`src/rtl/can_tx_if.sv`:
```
// can_tx_if: frame request, status and bus-line signals for the CAN 2.0A transmitter.
// master = frame requester / bus side, slave = the transmitter itself.
`timescale 1ns/1ps
interface can_tx_if;
   logic        Start;
   logic [10:0] Id;
   logic [3:0]  Dlc;
   logic [63:0] Data;
   logic        Bus_Input;
   logic        Tx_Bit;
   logic        Busy;
   logic        Done;
   logic        Ack_Error;
   logic        Arb_Lost;

   modport master (
      output Start, Id, Dlc, Data, Bus_Input,
      input  Tx_Bit, Busy, Done, Ack_Error, Arb_Lost
   );

   modport slave (
      input  Start, Id, Dlc, Data, Bus_Input,
      output Tx_Bit, Busy, Done, Ack_Error, Arb_Lost
   );
endinterface

```
`src/rtl/can_tx.sv`:
```
// can_tx: CAN 2.0A standard data-frame transmitter.
// Serialises SOF..IFS at CLKS_PER_BIT clocks per bit with CRC-15 and bit stuffing,
// samples the bus at SAMPLE_CLK for the ACK slot.
// Optional macro CAN_TX_ARB_EN: arbitration-loss detection during ID/RTR.
`timescale 1ns/1ps
module can_tx #(
   parameter int CLKS_PER_BIT = 10,
   parameter int SAMPLE_CLK   = 7
) (
   input  logic    Clock_TB,
   input  logic    Reset_N,
   can_tx_if.slave bus
);

   // state      | meaning
   // -----------+---------------------------------------------
   // S_IDLE     | waiting for Start, line recessive
   // S_SOF      | start of frame, dominant
   // S_ID       | 11 identifier bits, MSB first
   // S_RTR      | remote request bit, dominant (data frame)
   // S_IDE      | identifier extension bit, dominant
   // S_R0       | reserved bit, dominant
   // S_DLC      | 4 data length code bits
   // S_DATA     | 8*min(Dlc,8) payload bits
   // S_CRC      | 15 CRC bits, MSB first (last stuffed field)
   // S_CRC_DEL  | CRC delimiter, recessive
   // S_ACK_SLOT | ACK slot, recessive driven, bus sampled
   // S_ACK_DEL  | ACK delimiter, recessive
   // S_EOF      | 7 end-of-frame bits, recessive
   // S_IFS      | 3 intermission bits, Done at the end

   localparam int CW = (CLKS_PER_BIT > 1) ? $clog2(CLKS_PER_BIT) : 1;

   typedef enum logic [3:0] {
      S_IDLE,
      S_SOF,
      S_ID,
      S_RTR,
      S_IDE,
      S_R0,
      S_DLC,
      S_DATA,
      S_CRC,
      S_CRC_DEL,
      S_ACK_SLOT,
      S_ACK_DEL,
      S_EOF,
      S_IFS
   } state_t;

   state_t         state;
   state_t         state_nxt;
   state_t         adv_state;
   logic [6:0]     bit_cnt;
   logic [6:0]     bit_cnt_nxt;
   logic [6:0]     adv_cnt;
   logic           adv_val;
   logic [CW-1:0]  clk_cnt;
   logic [CW-1:0]  clk_cnt_nxt;
   logic           bit_end;

   logic           tx_bit;
   logic           tx_nxt;
   logic           stuff_bit;
   logic           stuff_nxt;
   logic [2:0]     run_len;
   logic [2:0]     run_nxt;
   logic [14:0]    crc;
   logic [14:0]    crc_nxt;
   logic           busy;
   logic           busy_nxt;
   logic           done;
   logic           done_nxt;
   logic           load;
   logic           ack_err;
   logic           arb_hit;

   logic [10:0]    id_r;
   logic [3:0]     dlc_r;
   logic [63:0]    data_r;
   logic [3:0]     n_bytes;
   logic [6:0]     last_data;
   logic           in_stuff_zone;

   function automatic logic [14:0] crc_step(input logic [14:0] c, input logic b);
      logic        fb;
      logic [14:0] r;
      fb = b ^ c[14];
      r  = {c[13:0], 1'b0};
      if (fb) begin
         r = r ^ 15'h4599;
      end
      return r;
   endfunction

   assign bit_end       = (clk_cnt == CW'(CLKS_PER_BIT - 1));
   assign n_bytes       = (dlc_r > 4'd8) ? 4'd8 : dlc_r;
   assign last_data     = {n_bytes, 3'b000} - 7'd1;
   assign in_stuff_zone = (state inside {S_SOF, S_ID, S_RTR, S_IDE, S_R0, S_DLC, S_DATA, S_CRC});

`ifdef CAN_TX_ARB_EN
   logic arb_lost;
   assign arb_hit = arb_lost && !(state inside {S_IDLE, S_IFS});
`else
   assign arb_hit = 1'b0;
`endif

   // Field position that follows the current one (ignoring stuff bits).
   always_comb begin
      adv_state = state;
      adv_cnt   = bit_cnt + 7'd1;
      case (state)
         S_SOF: begin
            adv_state = S_ID;
            adv_cnt   = 7'd0;
         end
         S_ID: begin
            if (bit_cnt == 7'd10) begin
               adv_state = S_RTR;
               adv_cnt   = 7'd0;
            end
         end
         S_RTR: begin
            adv_state = S_IDE;
            adv_cnt   = 7'd0;
         end
         S_IDE: begin
            adv_state = S_R0;
            adv_cnt   = 7'd0;
         end
         S_R0: begin
            adv_state = S_DLC;
            adv_cnt   = 7'd0;
         end
         S_DLC: begin
            if (bit_cnt == 7'd3) begin
               adv_state = (n_bytes == 4'd0) ? S_CRC : S_DATA;
               adv_cnt   = 7'd0;
            end
         end
         S_DATA: begin
            if (bit_cnt == last_data) begin
               adv_state = S_CRC;
               adv_cnt   = 7'd0;
            end
         end
         S_CRC: begin
            if (bit_cnt == 7'd14) begin
               adv_state = S_CRC_DEL;
               adv_cnt   = 7'd0;
            end
         end
         S_CRC_DEL: begin
            adv_state = S_ACK_SLOT;
            adv_cnt   = 7'd0;
         end
         S_ACK_SLOT: begin
            adv_state = S_ACK_DEL;
            adv_cnt   = 7'd0;
         end
         S_ACK_DEL: begin
            adv_state = S_EOF;
            adv_cnt   = 7'd0;
         end
         S_EOF: begin
            if (bit_cnt == 7'd6) begin
               adv_state = S_IFS;
               adv_cnt   = 7'd0;
            end
         end
         S_IFS: begin
            if (bit_cnt == 7'd2) begin
               adv_state = S_IDLE;
               adv_cnt   = 7'd0;
            end
         end
         default: begin
            adv_state = S_IDLE;
            adv_cnt   = 7'd0;
         end
      endcase
   end

   // Line level of the next field position.
   always_comb begin
      adv_val = 1'b1;
      case (adv_state)
         S_SOF, S_RTR, S_IDE, S_R0: adv_val = 1'b0;
         S_ID:    adv_val = id_r[4'd10 - adv_cnt[3:0]];
         S_DLC:   adv_val = dlc_r[2'd3 - adv_cnt[1:0]];
         S_DATA:  adv_val = data_r[6'd63 - adv_cnt[5:0]];
         S_CRC:   adv_val = crc[4'd14 - adv_cnt[3:0]];
         default: adv_val = 1'b1;
      endcase
   end

   // Next-state and bit-boundary decisions: start, arbitration abort, stuff insert, advance.
   always_comb begin
      state_nxt   = state;
      bit_cnt_nxt = bit_cnt;
      tx_nxt      = tx_bit;
      stuff_nxt   = stuff_bit;
      run_nxt     = run_len;
      crc_nxt     = crc;
      busy_nxt    = busy;
      done_nxt    = 1'b0;
      load        = 1'b0;
      clk_cnt_nxt = bit_end ? '0 : clk_cnt + CW'(1);
      if (state == S_IDLE) begin
         clk_cnt_nxt = '0;
         tx_nxt      = 1'b1;
         stuff_nxt   = 1'b0;
         if (bus.Start) begin
            load        = 1'b1;
            state_nxt   = S_SOF;
            bit_cnt_nxt = 7'd0;
            tx_nxt      = 1'b0;
            run_nxt     = 3'd1;
            // Initial CRC is 0 and SOF is dominant, so SOF leaves it at 0.
            crc_nxt     = 15'd0;
            busy_nxt    = 1'b1;
         end
      end else if (bit_end) begin
         if (arb_hit) begin
            state_nxt   = S_IFS;
            bit_cnt_nxt = 7'd0;
            tx_nxt      = 1'b1;
            stuff_nxt   = 1'b0;
         end else if (in_stuff_zone && run_len == 3'd5) begin
            tx_nxt    = ~tx_bit;
            stuff_nxt = 1'b1;
            run_nxt   = 3'd1;
         end else if (adv_state == S_IDLE) begin
            state_nxt   = S_IDLE;
            bit_cnt_nxt = 7'd0;
            tx_nxt      = 1'b1;
            stuff_nxt   = 1'b0;
            busy_nxt    = 1'b0;
            done_nxt    = 1'b1;
         end else begin
            state_nxt   = adv_state;
            bit_cnt_nxt = adv_cnt;
            tx_nxt      = adv_val;
            stuff_nxt   = 1'b0;
            run_nxt     = (adv_val == tx_bit) ? run_len + 3'd1 : 3'd1;
            if (adv_state inside {S_ID, S_RTR, S_IDE, S_R0, S_DLC, S_DATA}) begin
               crc_nxt = crc_step(crc, adv_val);
            end
         end
      end
   end

   // FSM state register.
   always_ff @(posedge Clock_TB) begin
      if (!Reset_N) begin
         state   <= S_IDLE;
         bit_cnt <= 7'd0;
      end else begin
         state   <= state_nxt;
         bit_cnt <= bit_cnt_nxt;
      end
   end

   // Bit timer, line driver, stuffing/CRC state, frame latches and status flags.
   always_ff @(posedge Clock_TB) begin
      if (!Reset_N) begin
         clk_cnt   <= '0;
         tx_bit    <= 1'b1;
         stuff_bit <= 1'b0;
         run_len   <= 3'd0;
         crc       <= 15'd0;
         busy      <= 1'b0;
         done      <= 1'b0;
         ack_err   <= 1'b0;
         id_r      <= 11'd0;
         dlc_r     <= 4'd0;
         data_r    <= 64'd0;
      end else begin
         clk_cnt   <= clk_cnt_nxt;
         tx_bit    <= tx_nxt;
         stuff_bit <= stuff_nxt;
         run_len   <= run_nxt;
         crc       <= crc_nxt;
         busy      <= busy_nxt;
         done      <= done_nxt;
         if (load) begin
            id_r    <= bus.Id;
            dlc_r   <= bus.Dlc;
            data_r  <= bus.Data;
            ack_err <= 1'b0;
         end else if (state == S_ACK_SLOT && clk_cnt == CW'(SAMPLE_CLK) && bus.Bus_Input) begin
            ack_err <= 1'b1;
         end
      end
   end

`ifdef CAN_TX_ARB_EN
   // Arbitration loss: we send recessive but the bus reads dominant during ID/RTR.
   always_ff @(posedge Clock_TB) begin
      if (!Reset_N) begin
         arb_lost <= 1'b0;
      end else if (load) begin
         arb_lost <= 1'b0;
      end else if ((state == S_ID || state == S_RTR) && !stuff_bit &&
                   clk_cnt == CW'(SAMPLE_CLK) && tx_bit && !bus.Bus_Input) begin
         arb_lost <= 1'b1;
      end
   end
   assign bus.Arb_Lost = arb_lost;
`else
   assign bus.Arb_Lost = 1'b0;
`endif

   assign bus.Tx_Bit    = tx_bit;
   assign bus.Busy      = busy;
   assign bus.Done      = done;
   assign bus.Ack_Error = ack_err;

endmodule

```
`src/flat_wrapper.sv`:
```
// flat-port wrapper written by rule: the top's interface ports become plain ports
module can_tx_flat 
#(
   parameter int CLKS_PER_BIT = 10,
   parameter int SAMPLE_CLK   = 7
)
  (Clock_TB, Reset_N, bus_Start, bus_Id, bus_Dlc, bus_Data, bus_Bus_Input, bus_Tx_Bit, bus_Busy, bus_Done, bus_Ack_Error, bus_Arb_Lost);
  can_tx_if bus_i ();
  input  logic Clock_TB;
  input  logic Reset_N;
  input wire logic [$bits(bus_i.Start)-1:0] bus_Start;
  input wire logic [$bits(bus_i.Id)-1:0] bus_Id;
  input wire logic [$bits(bus_i.Dlc)-1:0] bus_Dlc;
  input wire logic [$bits(bus_i.Data)-1:0] bus_Data;
  input wire logic [$bits(bus_i.Bus_Input)-1:0] bus_Bus_Input;
  output wire logic [$bits(bus_i.Tx_Bit)-1:0] bus_Tx_Bit;
  output wire logic [$bits(bus_i.Busy)-1:0] bus_Busy;
  output wire logic [$bits(bus_i.Done)-1:0] bus_Done;
  output wire logic [$bits(bus_i.Ack_Error)-1:0] bus_Ack_Error;
  output wire logic [$bits(bus_i.Arb_Lost)-1:0] bus_Arb_Lost;
  assign bus_i.Start = bus_Start;
  assign bus_i.Id = bus_Id;
  assign bus_i.Dlc = bus_Dlc;
  assign bus_i.Data = bus_Data;
  assign bus_i.Bus_Input = bus_Bus_Input;
  assign bus_Tx_Bit = bus_i.Tx_Bit;
  assign bus_Busy = bus_i.Busy;
  assign bus_Done = bus_i.Done;
  assign bus_Ack_Error = bus_i.Ack_Error;
  assign bus_Arb_Lost = bus_i.Arb_Lost;
  can_tx #(.CLKS_PER_BIT(CLKS_PER_BIT), .SAMPLE_CLK(SAMPLE_CLK)) u_core (.Clock_TB(Clock_TB), .Reset_N(Reset_N), .bus(bus_i));
endmodule
```
`config.mk`:
```
export PLATFORM = sky130hd
export DESIGN_NAME = can_tx_flat
export DESIGN_NICKNAME = d
export VERILOG_FILES = /design/src/rtl/can_tx_if.sv /design/src/rtl/can_tx.sv /design/src/flat_wrapper.sv
export SDC_FILE = /design/constraint.sdc
export NUM_CORES = 1
export LEC_CHECK = 0
export BUFFER_PORTS_ARGS = -buffer_cell sky130_fd_sc_hd__buf_2
export CAP_MARGIN = 15
export CORE_MARGIN = 10
export CORE_UTILIZATION = 35
export CTS_BUF_LIST = sky130_fd_sc_hd__clkbuf_8
export DETAILED_ROUTE_END_ITERATION = 16
export PLACE_DENSITY = 0.55
export SLEW_MARGIN = 0
export SYNTH_ARGS = -nofsm -noshare
export SYNTH_HDL_FRONTEND = slang
export SYNTH_SLANG_ARGS = --single-unit
```
`constraint.sdc`:
```
create_clock -name Clock_TB -period 13.3 [get_ports Clock_TB]
set_input_delay 0 -clock Clock_TB [delete_from_list [all_inputs] [get_ports Clock_TB]]
set_output_delay 0 -clock Clock_TB [all_outputs]
set_load 0.05 [all_outputs]
```
==> impl_metrics.tcl <==
set metrics [dict create \
    slew_violations 0 \
    pin_count 88 \
    cts_htree_levels 4 \
    dieArea_mm2 0.02409 \
    cts_root_buf "clkbuf_8" \
    r2r-end "u_core.crc[8]" \
    cts_tree "built" \
    postCtsSetupRepairBufs 0 \
    worst_pin_slew_ns 1.041 \
    cts_inserted_buffers 17 \
    grt_pass1_wl_um 32780 \
    fp.dieH_um 155.2 \
    r2r_slack_ns 8.06 \
    max_freq_ghz 0.1910 \
    r2r-start "u_core.dlc_r[3]" \
    avgSynthCellArea_um2 7.572 \
    crit_fanout 15 \
    drt_iter0_markers 404 \
    worst_ep_arrival_time_ns 5.60 \
    required_ns 13.66 \
    post-route-util_pct 45.16 \
    whs_path_depth 4 \
    end_kind "register" \
    die_w_um 155.2 \
    worstHoldPathType "in -> reg" \
    min_period_ns 5.237 \
    hp-start "bus_Data[60]" \
    routedWlPerCell_um 16.58 \
    async_flop_share_pct 0 \
    grt_overflow 0 \
    synthFlopType "dfxtp_1" \
    drtPass1Iterations 5 \
    power_mw 1.696 \
    placedCellCount 1100 \
    final-setup-viol-count 0 \
    synth_seq_cells 116 \
    grt_pass1_vias 6276 \
    vias 6419 \
    rsz0062_at_grt "no" \
    final_hold_viol_count 0 \
    maxSlewHeadroom_pct 30.16 \
    clkLatencyLatePin_ns 0.45 \
    rr_worst_depth 15 \
    initial_core_util_pct 35.62 \
    gp_congestion 0.8925 \
    yosysSeqAreaShare_pct 36.29 \
    ant_nets 0 \
    dpl.hpwl_um 13700 \
    tns_ns 0 \
    fin_nets 1064 \
    skew_ns 0.01009 \
    syn2layout_area_growth_pct 26.77 \
    netlist_instances 845 \
    synth_area_mm2 0.006399 \
    leakage_nw 3.012 \
    synth-edff-count 0 \
    clk_pin_slew_ns 0.07 \
    cts_resized 0 \
    via_per_inst 5.292 \
    vdd.ir_drop.worst_mv 0.1064 \
    start_kind "register" \
    drc 0 \
    core-area_mm2 0.01796 \
    clock-sinks 116 \
    final_layout_size_suffix_gt1_share_pct 15.85 \
    wl_um 20110 \
    track_usage_pct 16.50 \
    antenna_found_initial 0 \
    cap_violations 0 \
    power_density_mw_per_mm2 209.0 \
    port_buffers 86 \
    rows 49 \
    synth_cell_types 81 \
    fin_crit_sh_pct 39.37 \
    antenna_cells 0 \
    final_cells 1213 \
    outcome "finished, final reports clean" \
    holdPathEnd "u_core.data_r[60]" \
    cts_buffer_depth 2 \
    synth_warnings 0 \
    syn-num-nets 937 \
    grt_start_max_net_pins 85 \
    crit_type "reg -> reg" \
]
cells in the final DEF, fill, tap and decap left out, types with 6 or more instances in the layout:
cell	netlist	routed
o21ai_0	13	13
nand4_1	6	6
clkbuf_8	0	19
buf_2	15	86
o211ai_1	7	7
mux2i_1	15	15
inv_1	13	15
nand2_1	220	219
nand3_1	40	40
a21oi_1	114	114
buf_4	1	7
a211oi_1	7	7
o21a_1	6	6
o31ai_1	6	6
dfxtp_1	116	116
nor2_1	30	30
ha_1	9	9
nor3_1	15	15
dlygate4sd3_1	0	82
clkinv_2	0	6
a31oi_1	11	11
xnor2_1	11	11
a22oi_1	6	6
logic make-up after synthesis:
| logic type | after synthesis | share of synthesized area, % |
|---|---|---|
| AOI/OAI and AO/OA | 230 | 23.93 |
| xor gates and xnor gates | 16 | 2.190 |
| adders and majority gates | 9 | 1.760 |
| buffers and inverters | 83 | 5.456 |
| DFF | 116 | 36.29 |
| muxes | 19 | 3.461 |
| other | 1 | 0.05861 |
| and+or+nand+nor | 371 | 26.85 |
power breakdown:
group | leakage, nW | switching (mW) | total [mW] | internal (mW)
clock network | 0.213 | 0.145 | 0.336 | 0.191
registers | 0.946 | 0.0914 | 0.529 | 0.437
logic | 1.85 | 0.557 | 0.831 | 0.274
worst max-delay path, cell delays in order (launching register included):
cell and delay (ns):
dfxtp_1 0.47, nand2b_1 0.22, ha_1 0.27, xor2_1 0.17
nand3_2 0.13, o41a_4 0.57, o21ai_4 0.37, inv_2 0.26
ha_1 0.54, nand3b_1 0.24, and4_1 0.19, o22a_1 0.17
o311ai_1 0.69, o21ai_1 0.33, and2_4 0.26, o311ai_2 0.24
worst max-delay path by stage:
stage | endpoint | slack [ns] | from | cells after the start
2_1_floorplan | u_core.crc[10] | 8.86 | u_core.dlc_r[3] | 18
3_3_place_gp | u_core.crc[10] | 8.29 | u_core.dlc_r[3] | 15
3_5_place_dp | u_core.crc[4] | 8.11 | u_core.dlc_r[3] | 15
4_1_cts | u_core.crc[10] | 8.07 | u_core.dlc_r[3] | 15
5_1_grt | u_core.crc[10] | 7.63 | u_core.bit_cnt[0] | 14
6_report | u_core.crc[8] | 8.06 | u_core.dlc_r[3] | 15
per-stage QoR:
stage	setup WS (ns)	hold slack, ns	area [um2]
after floorplan	8.856	0.1360	6399
after global placement	8.290	0.2466	6890
after detailed placement	8.108	0.2456	6890
after CTS	8.074	0.3104	8112
after global routing	7.631	0.3213	8112
final	8.063	0.3272	8112
synth_stat cells (all sizes together) (5+ instances only):
| library cell | instances | share of area [%] |
|---|---|---|
| nor3 | 18 | 1.6 |
| o21ai | 19 | 1.7 |
| inv | 16 | 0.94 |
| xor2 | 5 | 0.68 |
| o31ai | 6 | 0.70 |
| o221ai | 5 | 0.78 |
| xnor2 | 11 | 1.5 |
| nand2 | 222 | 13 |
| and2 | 7 | 0.72 |
| nand2b | 5 | 0.49 |
| nand3 | 41 | 3.3 |
| nand4 | 6 | 0.59 |
| o21a | 6 | 0.70 |
| nor2 | 30 | 1.8 |
| nor2b | 5 | 0.49 |
| ha | 9 | 1.8 |
| mux2i | 15 | 2.3 |
| o211ai | 7 | 0.82 |
| a22oi | 6 | 0.70 |
| a211oi | 7 | 0.82 |
| clkbuf | 48 | 2.8 |
| a21oi | 114 | 8.9 |
| nor4 | 9 | 1.3 |
| dfxtp | 116 | 36 |
| buf | 19 | 1.7 |
| o311ai | 6 | 1.4 |
| a31oi | 11 | 1.1 |
timing repair:
item                                    4_1_cts  5_1_grt
hold endpoints to repair                     85        0
hold buffers                                 82        0
endpoints found under the setup margin        0        0
layout make-up:
cell class | instances | area [um2]
clock buffer | 19 | 261.5
fill | 1814 | 9852
multi-input combinational | 646 | 3737
inverter | 16 | 61.31
tap | 229 | 286.5
sequential | 116 | 2322
clock inverter | 12 | 138.9
timing repair buffer | 175 | 1304
routing by layer:
metal	track usage, %	wire [um]
met5	0	0
met4	5.214	240
met3	3.695	1003
met2	26.23	9222
met1	21.70	9642
state kept, by name, indices dropped and copies added, names as in the netlist:
name	cells
u_core.bus.Done	1
u_core.state	4
u_core.crc	15
u_core.id_r	11
u_core.bit_cnt	7
u_core.run_len	3
u_core.bus.Ack_Error	1
u_core.bus.Busy	1
u_core.clk_cnt	4
u_core.dlc_r	4
u_core.data_r	64
u_core.bus.Tx_Bit	1
Note: power is estimated with default switching activity, not from simulation.
